### src/rtl/alu_pkg.sv
// Shared opcode and state encodings for the ALU accumulator sequencer.
package alu_pkg;

   localparam logic [2:0] OP_ADD = 3'b000;
   localparam logic [2:0] OP_SUB = 3'b001;
   localparam logic [2:0] OP_INC = 3'b010;
   localparam logic [2:0] OP_DEC = 3'b011;
   localparam logic [2:0] OP_AND = 3'b100;
   localparam logic [2:0] OP_OR  = 3'b101;
   localparam logic [2:0] OP_XOR = 3'b110;
   localparam logic [2:0] OP_NOT = 3'b111;

   localparam logic [1:0] ST_IDLE = 2'd0;
   localparam logic [1:0] ST_EXEC = 2'd1;
   localparam logic [1:0] ST_RESP = 2'd2;

   typedef enum logic [1:0] {
      IDLE = ST_IDLE,
      EXEC = ST_EXEC,
      RESP = ST_RESP
   } state_t;

   // Bitwise ops occupy the upper half of the opcode space and never produce a flag.
   function automatic logic is_logic_op(input logic [2:0] op);
      return op[2];
   endfunction

endpackage

### src/rtl/alu_acc_sequencer_if.sv
// Command and result handshakes between a command source/result consumer and the sequencer.
interface alu_acc_sequencer_if #(parameter int N = 4);

   logic         cmd_valid;
   logic         cmd_ready;
   logic         cmd_load;
   logic [2:0]   cmd_op;
   logic [N-1:0] cmd_operand;
   logic         res_valid;
   logic         res_ready;
   logic [N-1:0] res_data;
   logic         res_carry;

   modport master (
      output cmd_valid, cmd_load, cmd_op, cmd_operand, res_ready,
      input  cmd_ready, res_valid, res_data, res_carry
   );

   modport slave (
      input  cmd_valid, cmd_load, cmd_op, cmd_operand, res_ready,
      output cmd_ready, res_valid, res_data, res_carry
   );

endinterface

### src/rtl/alu_core.sv
// Combinational N-bit ALU; bit N carries the natural carry/borrow of arithmetic ops.
module alu_core
   import alu_pkg::*;
#(
   parameter int N = 4
) (
   input  logic [N-1:0] a,
   input  logic [N-1:0] b,
   input  logic [2:0]   sel,
   output logic [N:0]   y
);

   always_comb begin
      y = '0;
      case (sel)
         OP_ADD:  y = {1'b0, a} + {1'b0, b};
         OP_SUB:  y = {1'b0, a} - {1'b0, b};
         OP_INC:  y = {1'b0, a} + (N+1)'(1);
         OP_DEC:  y = {1'b0, a} - (N+1)'(1);
         OP_AND:  y = {1'b0, a & b};
         OP_OR:   y = {1'b0, a | b};
         OP_XOR:  y = {1'b0, a ^ b};
         OP_NOT:  y = ~{1'b0, a};
         default: y = '0;
      endcase
   end

endmodule

### src/rtl/alu_acc_sequencer.sv
// Flow-controlled accumulator machine: IDLE accepts a command, EXEC applies it through
// alu_core, RESP holds the result until the consumer takes it.
module alu_acc_sequencer
   import alu_pkg::*;
#(
   parameter int N = 4
) (
   input  logic                clk,
   input  logic                rst_n,
   alu_acc_sequencer_if.slave  bus,
   output logic                busy
);

   state_t       state;
   logic [N-1:0] acc;
   logic         carry;
   logic         cmd_ready_r;
   logic         res_valid_r;
   logic         cap_load;
   logic [2:0]   cap_op;
   logic [N-1:0] cap_operand;
   logic [N:0]   alu_y;

   alu_core #(.N(N)) u_core (
      .a   (acc),
      .b   (cap_operand),
      .sel (cap_op),
      .y   (alu_y)
   );

   assign bus.cmd_ready = cmd_ready_r;
   assign bus.res_valid = res_valid_r;
   assign bus.res_data  = acc;
   assign bus.res_carry = carry;

   // cmd_ready is a register so it stays low throughout reset and rises one edge after release.
   always_ff @(posedge clk or negedge rst_n) begin
      if (!rst_n) begin
         state       <= IDLE;
         cmd_ready_r <= 1'b0;
         res_valid_r <= 1'b0;
         busy        <= 1'b0;
         acc         <= '0;
         carry       <= 1'b0;
         cap_load    <= 1'b0;
         cap_op      <= OP_ADD;
         cap_operand <= '0;
      end else begin
         case (state)
            IDLE: begin
               if (bus.cmd_valid && cmd_ready_r) begin
                  cap_load    <= bus.cmd_load;
                  cap_op      <= bus.cmd_op;
                  cap_operand <= bus.cmd_operand;
                  cmd_ready_r <= 1'b0;
                  busy        <= 1'b1;
                  state       <= EXEC;
               end else begin
                  cmd_ready_r <= 1'b1;
               end
            end
            EXEC: begin
               if (cap_load) begin
                  acc   <= cap_operand;
                  carry <= 1'b0;
               end else begin
                  acc   <= alu_y[N-1:0];
                  carry <= is_logic_op(cap_op) ? 1'b0 : alu_y[N];
               end
               res_valid_r <= 1'b1;
               state       <= RESP;
            end
            RESP: begin
               if (bus.res_ready) begin
                  res_valid_r <= 1'b0;
                  busy        <= 1'b0;
                  cmd_ready_r <= 1'b1;
                  state       <= IDLE;
               end
            end
            default: begin
               res_valid_r <= 1'b0;
               busy        <= 1'b0;
               cmd_ready_r <= 1'b0;
               state       <= IDLE;
            end
         endcase
      end
   end

endmodule

### src/flat_wrapper.sv
// flat-port wrapper written by rule: the top's interface ports become plain ports
module alu_acc_sequencer_flat import alu_pkg::*;
#(
   parameter int N = 4
)
  (clk, rst_n, busy, bus_cmd_valid, bus_cmd_load, bus_cmd_op, bus_cmd_operand, bus_res_ready, bus_cmd_ready, bus_res_valid, bus_res_data, bus_res_carry);
  alu_acc_sequencer_if #(.N(N)) bus_i ();
  input  logic clk;
  input  logic rst_n;
  output logic busy;
  input wire logic [$bits(bus_i.cmd_valid)-1:0] bus_cmd_valid;
  input wire logic [$bits(bus_i.cmd_load)-1:0] bus_cmd_load;
  input wire logic [$bits(bus_i.cmd_op)-1:0] bus_cmd_op;
  input wire logic [$bits(bus_i.cmd_operand)-1:0] bus_cmd_operand;
  input wire logic [$bits(bus_i.res_ready)-1:0] bus_res_ready;
  output wire logic [$bits(bus_i.cmd_ready)-1:0] bus_cmd_ready;
  output wire logic [$bits(bus_i.res_valid)-1:0] bus_res_valid;
  output wire logic [$bits(bus_i.res_data)-1:0] bus_res_data;
  output wire logic [$bits(bus_i.res_carry)-1:0] bus_res_carry;
  assign bus_i.cmd_valid = bus_cmd_valid;
  assign bus_i.cmd_load = bus_cmd_load;
  assign bus_i.cmd_op = bus_cmd_op;
  assign bus_i.cmd_operand = bus_cmd_operand;
  assign bus_i.res_ready = bus_res_ready;
  assign bus_cmd_ready = bus_i.cmd_ready;
  assign bus_res_valid = bus_i.res_valid;
  assign bus_res_data = bus_i.res_data;
  assign bus_res_carry = bus_i.res_carry;
  alu_acc_sequencer #(.N(N)) u_core (.clk(clk), .rst_n(rst_n), .bus(bus_i), .busy(busy));
endmodule
### config.mk
export PLATFORM = sky130hd
export DESIGN_NAME = alu_acc_sequencer_flat
export DESIGN_NICKNAME = d
export VERILOG_FILES = /design/src/rtl/alu_pkg.sv /design/src/rtl/alu_acc_sequencer_if.sv /design/src/rtl/alu_core.sv /design/src/rtl/alu_acc_sequencer.sv /design/src/flat_wrapper.sv
export SDC_FILE = /design/constraint.sdc
export NUM_CORES = 1
export LEC_CHECK = 0
export ABC_AREA = 1
export CAP_MARGIN = 0
export CELL_PAD_IN_SITES_DETAIL_PLACEMENT = 1
export CELL_PAD_IN_SITES_GLOBAL_PLACEMENT = 1
export CORE_MARGIN = 2
export CORE_UTILIZATION = 34
export DETAILED_ROUTE_END_ITERATION = 16
export PLACE_DENSITY_LB_ADDON = 0.1
export SLEW_MARGIN = 20
export SYNTH_ARGS = -nofsm -noshare
export SYNTH_HDL_FRONTEND = slang
export SYNTH_SLANG_ARGS = --single-unit
### constraint.sdc
create_clock -name clk -period 2 [get_ports clk]
set_clock_uncertainty 0.1 [all_clocks]
set_input_delay 0.4 -clock clk [delete_from_list [all_inputs] [get_ports clk]]
set_output_delay 0.4 -clock clk [all_outputs]
set_load 0.05 [all_outputs]
# == Word-level counts from Yosys, hierarchy flattened ==
# Cells that the tools add are included.
# classes
n_bitwise,6
n_reduce_logical,8
add_sub_neg,4
eq_ne,11
n_mux,14
# ops
op,count
$pmux 5 s8,1
$eq 3x3->1 const B,4
$pmux 1 s3,3
$reduce_and 2->1,4
$eq 3x2->1 const B,2
$mux 1,6
$pmux 2 s3,1
$add 4x1->5 const B,1
$add 4x4->5,1
$not 4->5,1
$sub 4x1->5 const B,1
$sub 4x4->5,1
$and 4x4->4,1
$mux 2,2
$mux 4,1
$ne 2x2->1 const B,2
$or 4x4->4,1
$xor 4x4->4,1
$eq 3x1->1 const B,1
$logic_not 3->1,1
$reduce_and 3->1,1
$eq 2x1->1 const B,1
$eq 2x2->1 const B,1
$logic_not 2->1,1
other kinds (2),3
# totals
register_bits,18
wordCells,52
in_bits,12
out_inout_bits,8

# == Longest topological paths before layout ==
# depth
word_depth,4
depth_mapped,14
ltp_nobuf,14

# == Modules after synthesis ==
# Synthesis repeated with hierarchy kept, for this count alone.
# unflattened
hier_cells,177
area_unflattened_um2,1321.3
# by_module_without_submodules
mod,instances,cells_each,seq_area_each_um2,area_per_inst_um2
alu_acc_sequencer,1,82,450.4,744.5
alu_core,1,95,0.0,576.8

# == Worst setup path after synthesis ==
# Ideal clock, no wire load.
# synth_path
path_kind,reg-to-reg
startpoint,register u_core.cap_op[0]
endpoint,"register u_core.carry, in the netlist u_core.bus.res_carry"
required_ns,1.782
setup_time_ns,0.118
stages_incl_launch_ff,11
arrival_time_ns,1.772
synth_period_minus_slack_ns,1.989
setup_slack_ns,0.011
path_buffers,1
cell_sequence,dfrtp_1 > buf_2 > nor2_2 > nor2_2 > o21ai_2 > o22ai_1 > fa_1 > a21oi_1 > nand3_1 > nand3_1 > nand2_1
# synth_between
elab_chain_len,4
elab_cells_between_ends,11
cone_classes,7 x eq/ne; 3 x mux; 1 x reduce/logical
# synth_rtl
element,line_no,source
start: declaration,alu_acc_sequencer.sv:20,logic [2:0] cap_op;
start signal: assignment,alu_acc_sequencer.sv:53,cap_op <= bus.cmd_op;
"$eq 3x3->1, or another cell as far along",alu_core.sv:15,case (sel)
$pmux 5 s8 (*),alu_core.sv:15,
$mux 1 (*),alu_acc_sequencer.sv:68,carry <= is_logic_op(cap_op) ? 1'b0 : alu_y[N];
$mux 1 (*),alu_acc_sequencer.sv:63,if (cap_load) begin
end signal: assignment,alu_acc_sequencer.sv:68,
end: declaration,alu_acc_sequencer.sv:16,logic carry;
# Every way passes the cells marked *; elsewhere a longest branch is shown, timed or not.
# A chain may end at the register's enable or synchronous reset.

# == Worst setup path after layout ==
# layout_path
startpoint,register u_core.cap_operand[0]
endpoint,"register u_core.acc[1], in the netlist u_core.bus.res_data[1]"
# layout_between
elab_chain_len,3
elab_cells_between_ends,4
cone_classes,2 x add/sub; 2 x mux
# layout_rtl
element,line_no,source
start: declaration,alu_acc_sequencer.sv:21,logic [N-1:0] cap_operand;
start signal: assignment,alu_acc_sequencer.sv:54,cap_operand <= bus.cmd_operand;
$sub 4x4->5 / $add 4x4->5 (equally long branches),"alu_core.sv:17, alu_core.sv:16",
$pmux 5 s8 (*),alu_core.sv:15,
$mux 4 (*),alu_acc_sequencer.sv:63,
end signal: assignment,alu_acc_sequencer.sv:64,acc <= cap_operand;
end signal: assignment,alu_acc_sequencer.sv:67,acc <= alu_y[N-1:0];
end: declaration,alu_acc_sequencer.sv:15,logic [N-1:0] acc;
# Marked as above.

==> impl_metrics.json <==
{
  "outcome": "complete, but fails checks",
  "failed_checks": "setup timing",
  "finalSetupViolCount": 4,
  "area_delta_synth_final_pct": 49.7,
  "worstPathCellList": "inv_2 -> buf_6 -> buf_4 -> nand2_1 -> ha_1 -> inv_1 -> fa_2 -> nor2_1 -> nor2_1 -> nand2_1 -> a21oi_1",
  "core_um2": 3690,
  "setup_ws_ns": -0.0889,
  "path_class": "register to register",
  "fin_crit_sh_pct": 104,
  "synth_area_um2": 1320,
  "hpwl_um": 3150,
  "synth_edf_count": 0,
  "clk_pin_slew_ns": 0.08,
  "cp_data_required_time_ns": 2.05,
  "synth_compound_area_share_pct": 10.7,
  "cts_tree": "done",
  "critPathSlowestCell": "fa_2",
  "cts_sinks": 18,
  "insertion_delay_ns": 0.26,
  "dr.pass1.iters": 4,
  "drt-wirelength-per-cell_um": 16.6,
  "rsz0062_at_grt": "yes",
  "die-width_um": 66.3,
  "antenna_found_initial": 0,
  "instances_no_fill": 292,
  "hold_path_class": "input pin to async pin",
  "layout_min_cycle_time_ns": 2.09,
  "synth.area.mux_share_pct": 0,
  "dp.cells": 274,
  "worstPathArrival_ns": 2.14,
  "yosysSeqAreaShare_pct": 34.2,
  "antenna_left": 0,
  "num-fill-cells": 484,
  "synth_largest_area_cell": "dfrtp_1",
  "grt_pass1_wl_um": 7250,
  "finalMaxSlewViolations": 0,
  "multi_input_area_um2": 826,
  "drc": 0,
  "synth.area.top_cells": "dfrtp_1 (34%), nand2_1 (13%), ha_1 (12%), nor2_1 (8.0%), inv_1 (6.3%)",
  "clockRootBuffer": "clkbuf_8",
  "start_util_pct": 35.8,
  "crit_path_end_kind": "register",
  "num_io_pins": 20,
  "cp_num_buf_inv": 4,
  "synth_xor_area_share_pct": 1.33,
  "yosysMostFrequentCell": "nand2_1",
  "path_max_fanout": 3,
  "synth_top_family_by_area": "simple AND/OR/NAND/NOR gates",
  "rows": 22,
  "yosysWarningCount": 0,
  "slowest_delay_ns": 0.45,
  "fin_nets": 271,
  "drt-initial-drc-count": 30,
  "yosys.area_share.adder_pct": 13.9,
  "synth-simple-area-share_pct": 30.2,
  "grt.overflow.total": 0,
  "ys_async_sr_fraction_pct": 100,
  "avgSynthCellArea_um2": 7.01,
  "synthCells": 188,
  "htree_levels": 1,
  "max_freq_ghz": 0.479,
  "grt_start_max_net_pins": 19,
  "cts_inserted_buffers": 3,
  "maxCapViolations": 0,
  "drive_gt1_share_pct": 31.6,
  "gp_congestion": 0.807,
  "ys.flop_type": "dfrtp_1",
  "slew_headroom_pct": 69.0,
  "portBuffers": 19,
  "syn-num-nets": 214,
  "final-seq-area_um2": 454,
  "antenna_cells": 0,
  "grtUsageTotal_pct": 22.1,
  "wirelength_um": 4850,
  "cts.path.max_buffers": 2,
  "num_vias": 1483,
  "synth_top_cell_area_share_pct": 34.2,
  "ys_ff_latch": 18,
  "worstMarginPinSlew_ns": 0.466,
  "grt_pass1_vias": 1551,
  "ctsHoldBuffers": 0,
  "hold_viol_final": 0,
  "start_kind": "register",
  "critPathTopFamily": "adder cells",
  "ys_types": 24,
  "die_area_um2": 4390,
  "die_height_um": 66.3,
  "detail_route.vias_per_cell": 5.08,
  "synth_commonest_cells": "nand2_1 (44), nor2_1 (28), inv_1 (22)"
}
[registers in the layout, summed over array words and instances (netlist names)]
| name | count |
|---|---|
| u_core.bus.res_data | 4 |
| u_core.cap_operand | 4 |
| u_core.cap_op | 3 |
| u_core.state | 2 |
| u_core.bus.cmd_ready | 1 |
| u_core.bus.res_carry | 1 |
| u_core.bus.res_valid | 1 |
| u_core.busy | 1 |
| u_core.cap_load | 1 |
[metal layers]
layer | wire [µm] | track usage (%) | vias up
li1 | - | - | 708
met1 | 2130 | 28.8 | 733
met5 | 0 | 0 | -
met4 | 79 | 4.85 | 0
met2 | 2500 | 38.8 | 34
met3 | 134 | 2.73 | 8
[cell type report]
cell class	instances	share of cell area [%]
clock buffers	4	2.79
inverters	27	5.26
well taps	48	3.04
multi-input cells	138	41.8
flip-flops and latches	18	23.0
repair buffers	57	24.1
[timing repair]
action,CTS,global route
pin swaps,12,11
gates resized for setup,20,8
buffers inserted,7,7
endpoints found under the setup margin,4,4
[layout by cell type (no fill, tap or decap), drive strengths merged]
cell type,instances
nand2,44
nand3b,1
inv,26
buf,46
clkinv,1
xnor2,1
nand3,17
nor3,1
clkbuf,4
or2,1
fa,1
o22ai,2
xor2,1
dfrtp,18
ha,13
o21ai,15
nor2,30
clkdlybuf4s50,11
a21oi,10
nand4,1
[worst paths after layout]
check                                      start                endpoint  slack [ns]  cells after the start
hold / removal                             rst_n        u_core.cap_op[2]        0.36                      2
hold reg to reg             u_core.bus.res_valid    u_core.bus.res_valid        0.38                      2
min in group clk            u_core.bus.res_valid    u_core.bus.res_valid        0.38                      2
setup / recovery           u_core.cap_operand[0]  u_core.bus.res_data[1]       -0.09                     11
max in group asynchronous                  rst_n        u_core.cap_op[0]        1.21                      2
setup reg to reg           u_core.cap_operand[0]  u_core.bus.res_data[1]       -0.09                     11
[cells by family after synthesis]
logic type      count (synthesis)
buf+inv                        32
compound gates                 27
flops                          18
xor+xnor                        2
fa+ha+maj                      14
simple gates                   95
[per-stage QoR]
step           area (µm²)  utilization (%)  setup slack, ns  TNS [ns]  hold WS, ns
2_1_floorplan        1320                -           0.0107         0      0.00441
3_3_place_gp         1700             46.1          -0.0381   -0.0474        0.356
3_5_place_dp         1700             46.1           -0.139    -0.392        0.367
4_1_cts              1870             50.7          -0.0242   -0.0444        0.372
5_1_grt              1970             53.5           -0.213    -0.698        0.381
6_report             1970             53.5          -0.0889    -0.317        0.364
Power is not shown: default switching activity piles up to over one toggle a cycle in this logic, so the estimate is an artifact.
